--- src/rtl/oqpsk_stream_ctrl.sv ---
// Byte-stream front end for an OQPSK modulator: buffers bytes, serialises them MSB first
// onto mod_bit, paces sample requests, and captures the returned I/Q samples.
module oqpsk_stream_ctrl #(
   parameter int SAMPLE_DIV = 16,
   parameter int SPB        = 8,
   parameter int CAP_LAT    = 2
) (
   input  logic        wb_clk_i,
   input  logic        wb_rst_i,
   input  logic        start,
   input  logic [7:0]  din,
   input  logic        din_valid,
   output logic        din_ready,
   output logic        mod_en,
   output logic        mod_bit,
   output logic        mod_req_sample,
   output logic        mod_ack,
   input  logic [12:0] mod_i,
   input  logic [12:0] mod_q,
   output logic [12:0] smp_i,
   output logic [12:0] smp_q,
   output logic        smp_valid,
   input  logic        smp_ready,
   output logic        busy,
   output logic        underrun,
   output logic        overrun,
   input  logic        clr_flags
);
   typedef enum logic [1:0] {IDLE, LOAD, RUN, STOP} state_t;
   state_t state, state_n;

   localparam logic [7:0] T_LAST = 8'(SAMPLE_DIV - 1);
   localparam logic [7:0] T_CAP  = 8'(CAP_LAT);
   localparam logic [6:0] R_LAST = 7'(SPB - 1);

   logic [7:0] fifo_mem [4];
   logic [1:0] wr_ptr, rd_ptr;
   logic [2:0] count, count_n;
   logic       fifo_empty, push, pop;
   logic [7:0] timer;
   logic [6:0] req_cnt;
   logic [2:0] bit_idx;
   logic [7:0] shreg;
   logic       bit_end, capture, underrun_set, overrun_set;

   assign fifo_empty  = (count == 3'd0);
   assign push        = din_valid && din_ready;
   assign count_n     = count + {2'b00, push} - {2'b00, pop};
   assign bit_end     = (state == RUN) && (timer == T_LAST) && (req_cnt == R_LAST);
   assign capture     = (state == RUN) && (timer == T_CAP);
   assign overrun_set = capture && smp_valid && !smp_ready;

   always_ff @(posedge wb_clk_i or posedge wb_rst_i) begin
      if (wb_rst_i) state <= IDLE;
      else          state <= state_n;
   end

   always_comb begin
      state_n      = state;
      pop          = 1'b0;
      underrun_set = 1'b0;
      case (state)
         IDLE: if (start && !fifo_empty) state_n = LOAD;
         LOAD: begin
            pop     = 1'b1;
            state_n = RUN;
         end
         RUN: begin
            // Byte boundary: chain the next byte with no gap, otherwise wind down.
            if (bit_end && bit_idx == 3'd0) begin
               if (start && !fifo_empty) begin
                  pop = 1'b1;
               end else begin
                  state_n      = STOP;
                  underrun_set = start;
               end
            end
         end
         STOP:    state_n = IDLE;
         default: state_n = IDLE;
      endcase
   end

   always_ff @(posedge wb_clk_i) begin
      if (push) fifo_mem[wr_ptr] <= din;
   end

   always_ff @(posedge wb_clk_i or posedge wb_rst_i) begin
      if (wb_rst_i) begin
         wr_ptr         <= 2'd0;
         rd_ptr         <= 2'd0;
         count          <= 3'd0;
         din_ready      <= 1'b1;
         mod_en         <= 1'b0;
         busy           <= 1'b0;
         mod_req_sample <= 1'b0;
         mod_ack        <= 1'b0;
         mod_bit        <= 1'b0;
         timer          <= 8'd0;
         req_cnt        <= 7'd0;
         bit_idx        <= 3'd0;
         shreg          <= 8'd0;
         smp_i          <= 13'd0;
         smp_q          <= 13'd0;
         smp_valid      <= 1'b0;
         underrun       <= 1'b0;
         overrun        <= 1'b0;
      end else begin
         if (push) wr_ptr <= wr_ptr + 2'd1;
         if (pop)  rd_ptr <= rd_ptr + 2'd1;
         count     <= count_n;
         din_ready <= (count_n != 3'd4);

         mod_en  <= (state_n == RUN);
         busy    <= (state_n != IDLE);
         // Request is high exactly in the RUN cycles where the timer reads 0.
         mod_req_sample <= (state == LOAD) ||
                           ((state == RUN) && (timer == T_LAST) && (state_n == RUN));
         mod_ack <= capture;

         if (state == LOAD) begin
            timer   <= 8'd0;
            req_cnt <= 7'd0;
         end else if (state == RUN) begin
            if (timer == T_LAST) begin
               timer   <= 8'd0;
               req_cnt <= (req_cnt == R_LAST) ? 7'd0 : req_cnt + 7'd1;
            end else begin
               timer <= timer + 8'd1;
            end
         end

         if (pop) begin
            shreg   <= fifo_mem[rd_ptr];
            mod_bit <= fifo_mem[rd_ptr][7];
            bit_idx <= 3'd7;
         end else if (bit_end && bit_idx != 3'd0) begin
            shreg   <= {shreg[6:0], 1'b0};
            mod_bit <= shreg[6];
            bit_idx <= bit_idx - 3'd1;
         end

         // The capture edge closes the timer == CAP_LAT cycle; a fresh capture beats a drain.
         if (capture) begin
            smp_i     <= mod_i;
            smp_q     <= mod_q;
            smp_valid <= 1'b1;
         end else if (smp_valid && smp_ready) begin
            smp_valid <= 1'b0;
         end

         if (underrun_set)   underrun <= 1'b1;
         else if (clr_flags) underrun <= 1'b0;
         if (overrun_set)    overrun  <= 1'b1;
         else if (clr_flags) overrun  <= 1'b0;
      end
   end
endmodule

--- config.mk ---
export PLATFORM = sky130hd
export DESIGN_NAME = oqpsk_stream_ctrl
export DESIGN_NICKNAME = d
export VERILOG_FILES = /design/src/rtl/oqpsk_stream_ctrl.sv
export SDC_FILE = /design/constraint.sdc
export NUM_CORES = 1
export LEC_CHECK = 0
export BUFFER_PORTS_ARGS = -buffer_cell sky130_fd_sc_hd__buf_2
export CAP_MARGIN = 20
export CORE_MARGIN = 2
export CORE_UTILIZATION = 56
export CTS_CLUSTER_DIAMETER = 150
export CTS_CLUSTER_SIZE = 40
export DETAILED_ROUTE_END_ITERATION = 8
export GPL_TIMING_DRIVEN = 0
export HOLD_SLACK_MARGIN = 0.06
export PLACE_DENSITY = 0.89
export SYNTH_ARGS = -nofsm -noshare
export SYNTH_HDL_FRONTEND = slang
export SYNTH_SLANG_ARGS = --single-unit
--- constraint.sdc ---
create_clock -name wb_clk_i -period 3.7 [get_ports wb_clk_i]
set_clock_uncertainty 0.1 [all_clocks]
set_input_delay 0.555 -clock wb_clk_i [delete_from_list [all_inputs] [get_ports wb_clk_i]]
set_output_delay 0.555 -clock wb_clk_i [all_outputs]
set_load 0.05 [all_outputs]
==> flow_summary.json <==
{
  "hold_ws_ps": 246,
  "worstPathRequired_ps": 3890,
  "cp.arrival_ps": 3340,
  "critical-path-max-stage-delay_ps": 620,
  "internal_power_w": 0.00172,
  "synth_top_area_share_pct": 38.8,
  "synth_cells": 370,
  "grt_overflow": 0,
  "yosysSeqAreaShare_pct": 61.3,
  "area_growth_pct": 16.2,
  "rsz0062_at_grt": "false",
  "synth_top_cell_by_area": "dfrtp_1",
  "path_delay_family": "simple AND/OR/NAND/NOR gates",
  "final.setup.tns_ps": 0,
  "synth_area_um2": 4380,
  "die_w_um": 92.5,
  "track_usage_pct": 19.0,
  "power_w": 0.00237,
  "ir_drop_v": 0.000385,
  "synth_ff_type": "dfrtp_1",
  "dp_cells": 546,
  "grt_max_degree": 70,
  "cts_tree": "done",
  "dp_hpwl_um": 5610,
  "pwr-share-clk_pct": 30.4,
  "wirelength_um": 7620,
  "slew_headroom_pct": 45.5,
  "start_util_pct": 57.3,
  "critPathKind": "flip-flop to flip-flop",
  "period_minus_slack_ps": 3150,
  "via_per_inst": 5.20,
  "synth_area_leaders": "dfrtp_1 39%, edfxtp_1 22%, nand2_1 8.9%",
  "final-hold-violation-count": 0,
  "critPathLaunchType": "flip-flop",
  "crit_top_cell": "xnor2_1",
  "htree_levels": 3,
  "worstMarginPinSlew_ps": 818,
  "cts_hold_buf": 0,
  "cts_root_buf": "clkbuf_8",
  "reg2reg_slack_ps": 550,
  "cts_resized": 0,
  "fin_cells": 562,
  "switching_power_w": 0.000646,
  "gp_congestion": 0.790,
  "cts_buffer_depth": 2,
  "cts_setup_buffers": 0,
  "first_iter_violations": 157,
  "switching_share_pct": 27.3,
  "r2r-end": "din_ready",
  "drt.antenna.violating_nets": 0,
  "clock_sinks": 101,
  "endpoint_kind": "flip-flop",
  "max_freq_mhz": 317,
  "syn_area_per_cell_um2": 11.8,
  "fillers": 567,
  "dieArea_um2": 8550,
  "drt-pass1-iter-count": 4,
  "numCtsBuffers": 9,
  "hold_path_class": "input pin to async pin",
  "final_nets": 509,
  "synth-edff-count": 32,
  "finalCritPeriodShare_pct": 85.1,
  "cp_max_fo": 10,
  "ys_ff_latch": 101,
  "cap_violations": 0,
  "grt_pass1_wl_um": 12800,
  "port_buffers": 74,
  "crit_buf_inv": 2,
  "p_leak_nw": 2.39,
  "crit_chain": "or4_4 > nor4_4 > a22o_4 > buf_8 > xnor2_1 > ha_1 > inv_1 > fa_1 > xnor2_1 > xnor2_1 > nand3b_1",
  "utilization_pct": 66.6,
  "timing.rr.start": "timer[5]",
  "drt-wirelength-per-cell_um": 13.6,
  "synthDistinctLibCells": 47,
  "async_reset_ff_share_pct": 68.3,
  "yosys_warnings": 0,
  "pin_count": 75,
  "antenna_cells": 0,
  "clk_pin_slew_worst_paths_ps": 100,
  "slew_violations": 0,
  "power_density_nw_per_um2": 465,
  "seqPwrFrac_pct": 56.1,
  "syn_nets": 424,
  "insertion_delay_ps": 360,
  "antenna_found_initial": 0,
  "drive_above_1_share_pct": 25.2,
  "reg2reg_depth": 11,
  "power_frac_comb_pct": 13.5,
  "cp_slowest_cell": "or4_4",
  "fp.dieH_um": 92.5,
  "status": "completed",
  "grt_pass1_vias": 2786,
  "rows": 32,
  "core_region_area_um2": 7650,
  "remaining_drc_errors": 0,
  "vias": 2925,
  "finalSetupViolCount": 0
}
-- through the flow --
step,setup WS (ps),cell area [um^2]
after floorplan,799,4380
after global placement,528,4880
after detailed placement,564,4880
after CTS,522,5100
after global routing,396,5100
final,550,5100
-- power by group through the flow --
stage / combinational [W] / clock, W / sequential, W
2_1_floorplan: 0.000172 / 0 / 0.00140
3_3_place_gp: 0.000308 / 0 / 0.00134
3_5_place_dp: 0.000326 / 0 / 0.00135
4_1_cts: 0.000326 / 0.000740 / 0.00133
5_1_grt: 0.000355 / 0.000773 / 0.00134
6_report: 0.000320 / 0.000720 / 0.00133
-- kinds of logic after synthesis --
kind of cell               after synthesis  synth area share [%]
muxes                                   20                  6.91
adders and majority gates               14                  4.17
and+or+nand+nor                        161                  17.3
buffers and inverters                   27                  2.97
DFF                                    101                  61.3
AOI/OAI and AO/OA                       37                  5.17
xor gates and xnor gates                10                  2.17
-- cell usage after synthesis (6+ instances only) --
| cell | number |
|---|---|
| ha_1 | 13 |
| mux4_2 | 8 |
| edfxtp_1 | 32 |
| nand2b_1 | 6 |
| o21ai_0 | 24 |
| nor2_1 | 10 |
| mux2i_1 | 10 |
| nand3_1 | 9 |
| dfrtp_1 | 68 |
| and3_1 | 9 |
| xnor2_1 | 6 |
| nand2_1 | 104 |
| inv_1 | 15 |
-- state kept, by name, summed over array words and instances, names as in the netlist, 2 cells and up --
name	count
state	2
fifo_mem	32
count	3
rd_ptr	2
wr_ptr	2
timer	8
smp_i	13
smp_q	13
bit_idx	3
req_cnt	7
shreg	7
-- worst max path at each step --
stage,from,to,slack (ps),cells after the start
5_1_grt,timer[5],din_ready,400,11
3_3_place_gp,wb_rst_i,wr_ptr[1],530,2
3_5_place_dp,timer[5],din_ready,560,11
4_1_cts,timer[5],din_ready,520,11
6_report,timer[5],din_ready,550,11
2_1_floorplan,timer[5],din_ready,800,11
-- cell usage in the layout, fill, tap and decap left out, types with 3 or more instances in the layout --
cell type,Yosys,layout
dfrtp_1,68,68
ha_1,13,13
inv_1,15,14
nand4_1,3,3
nand3_1,9,9
mux2i_1,10,10
clkbuf_8,0,9
clkbuf_1,5,5
o31ai_1,4,4
buf_2,2,76
nor2b_1,3,3
o21ai_0,24,24
mux4_2,8,8
nor2_1,10,10
edfxtp_1,32,32
xor2_1,3,3
xnor2_1,6,6
nand2b_1,6,6
nand2_1,104,104
and3_1,9,9
-- final cells by class --
type	instances	area (um^2)	area share [%]
Clock inverter	7	87.6	1.72
Inverter	15	58.8	1.15
Tap cell	102	128	2.50
Sequential cell	101	2690	52.8
Timing Repair Buffer	74	370	7.27
Multi-Input combinational cell	242	1570	30.7
Clock buffer	9	124	2.43
Buffer	12	73.8	1.45
-- metal layers --
metal	GRT usage [%]	share of wire, %	vias to the layer above
li1	-	-	1433
met1	24.3	44	1408
met2	32.7	50	77
met3	5.45	5.4	7
met4	3.61	0.70	0
met5	0	0	-
(Power assumes the default switching activity.)
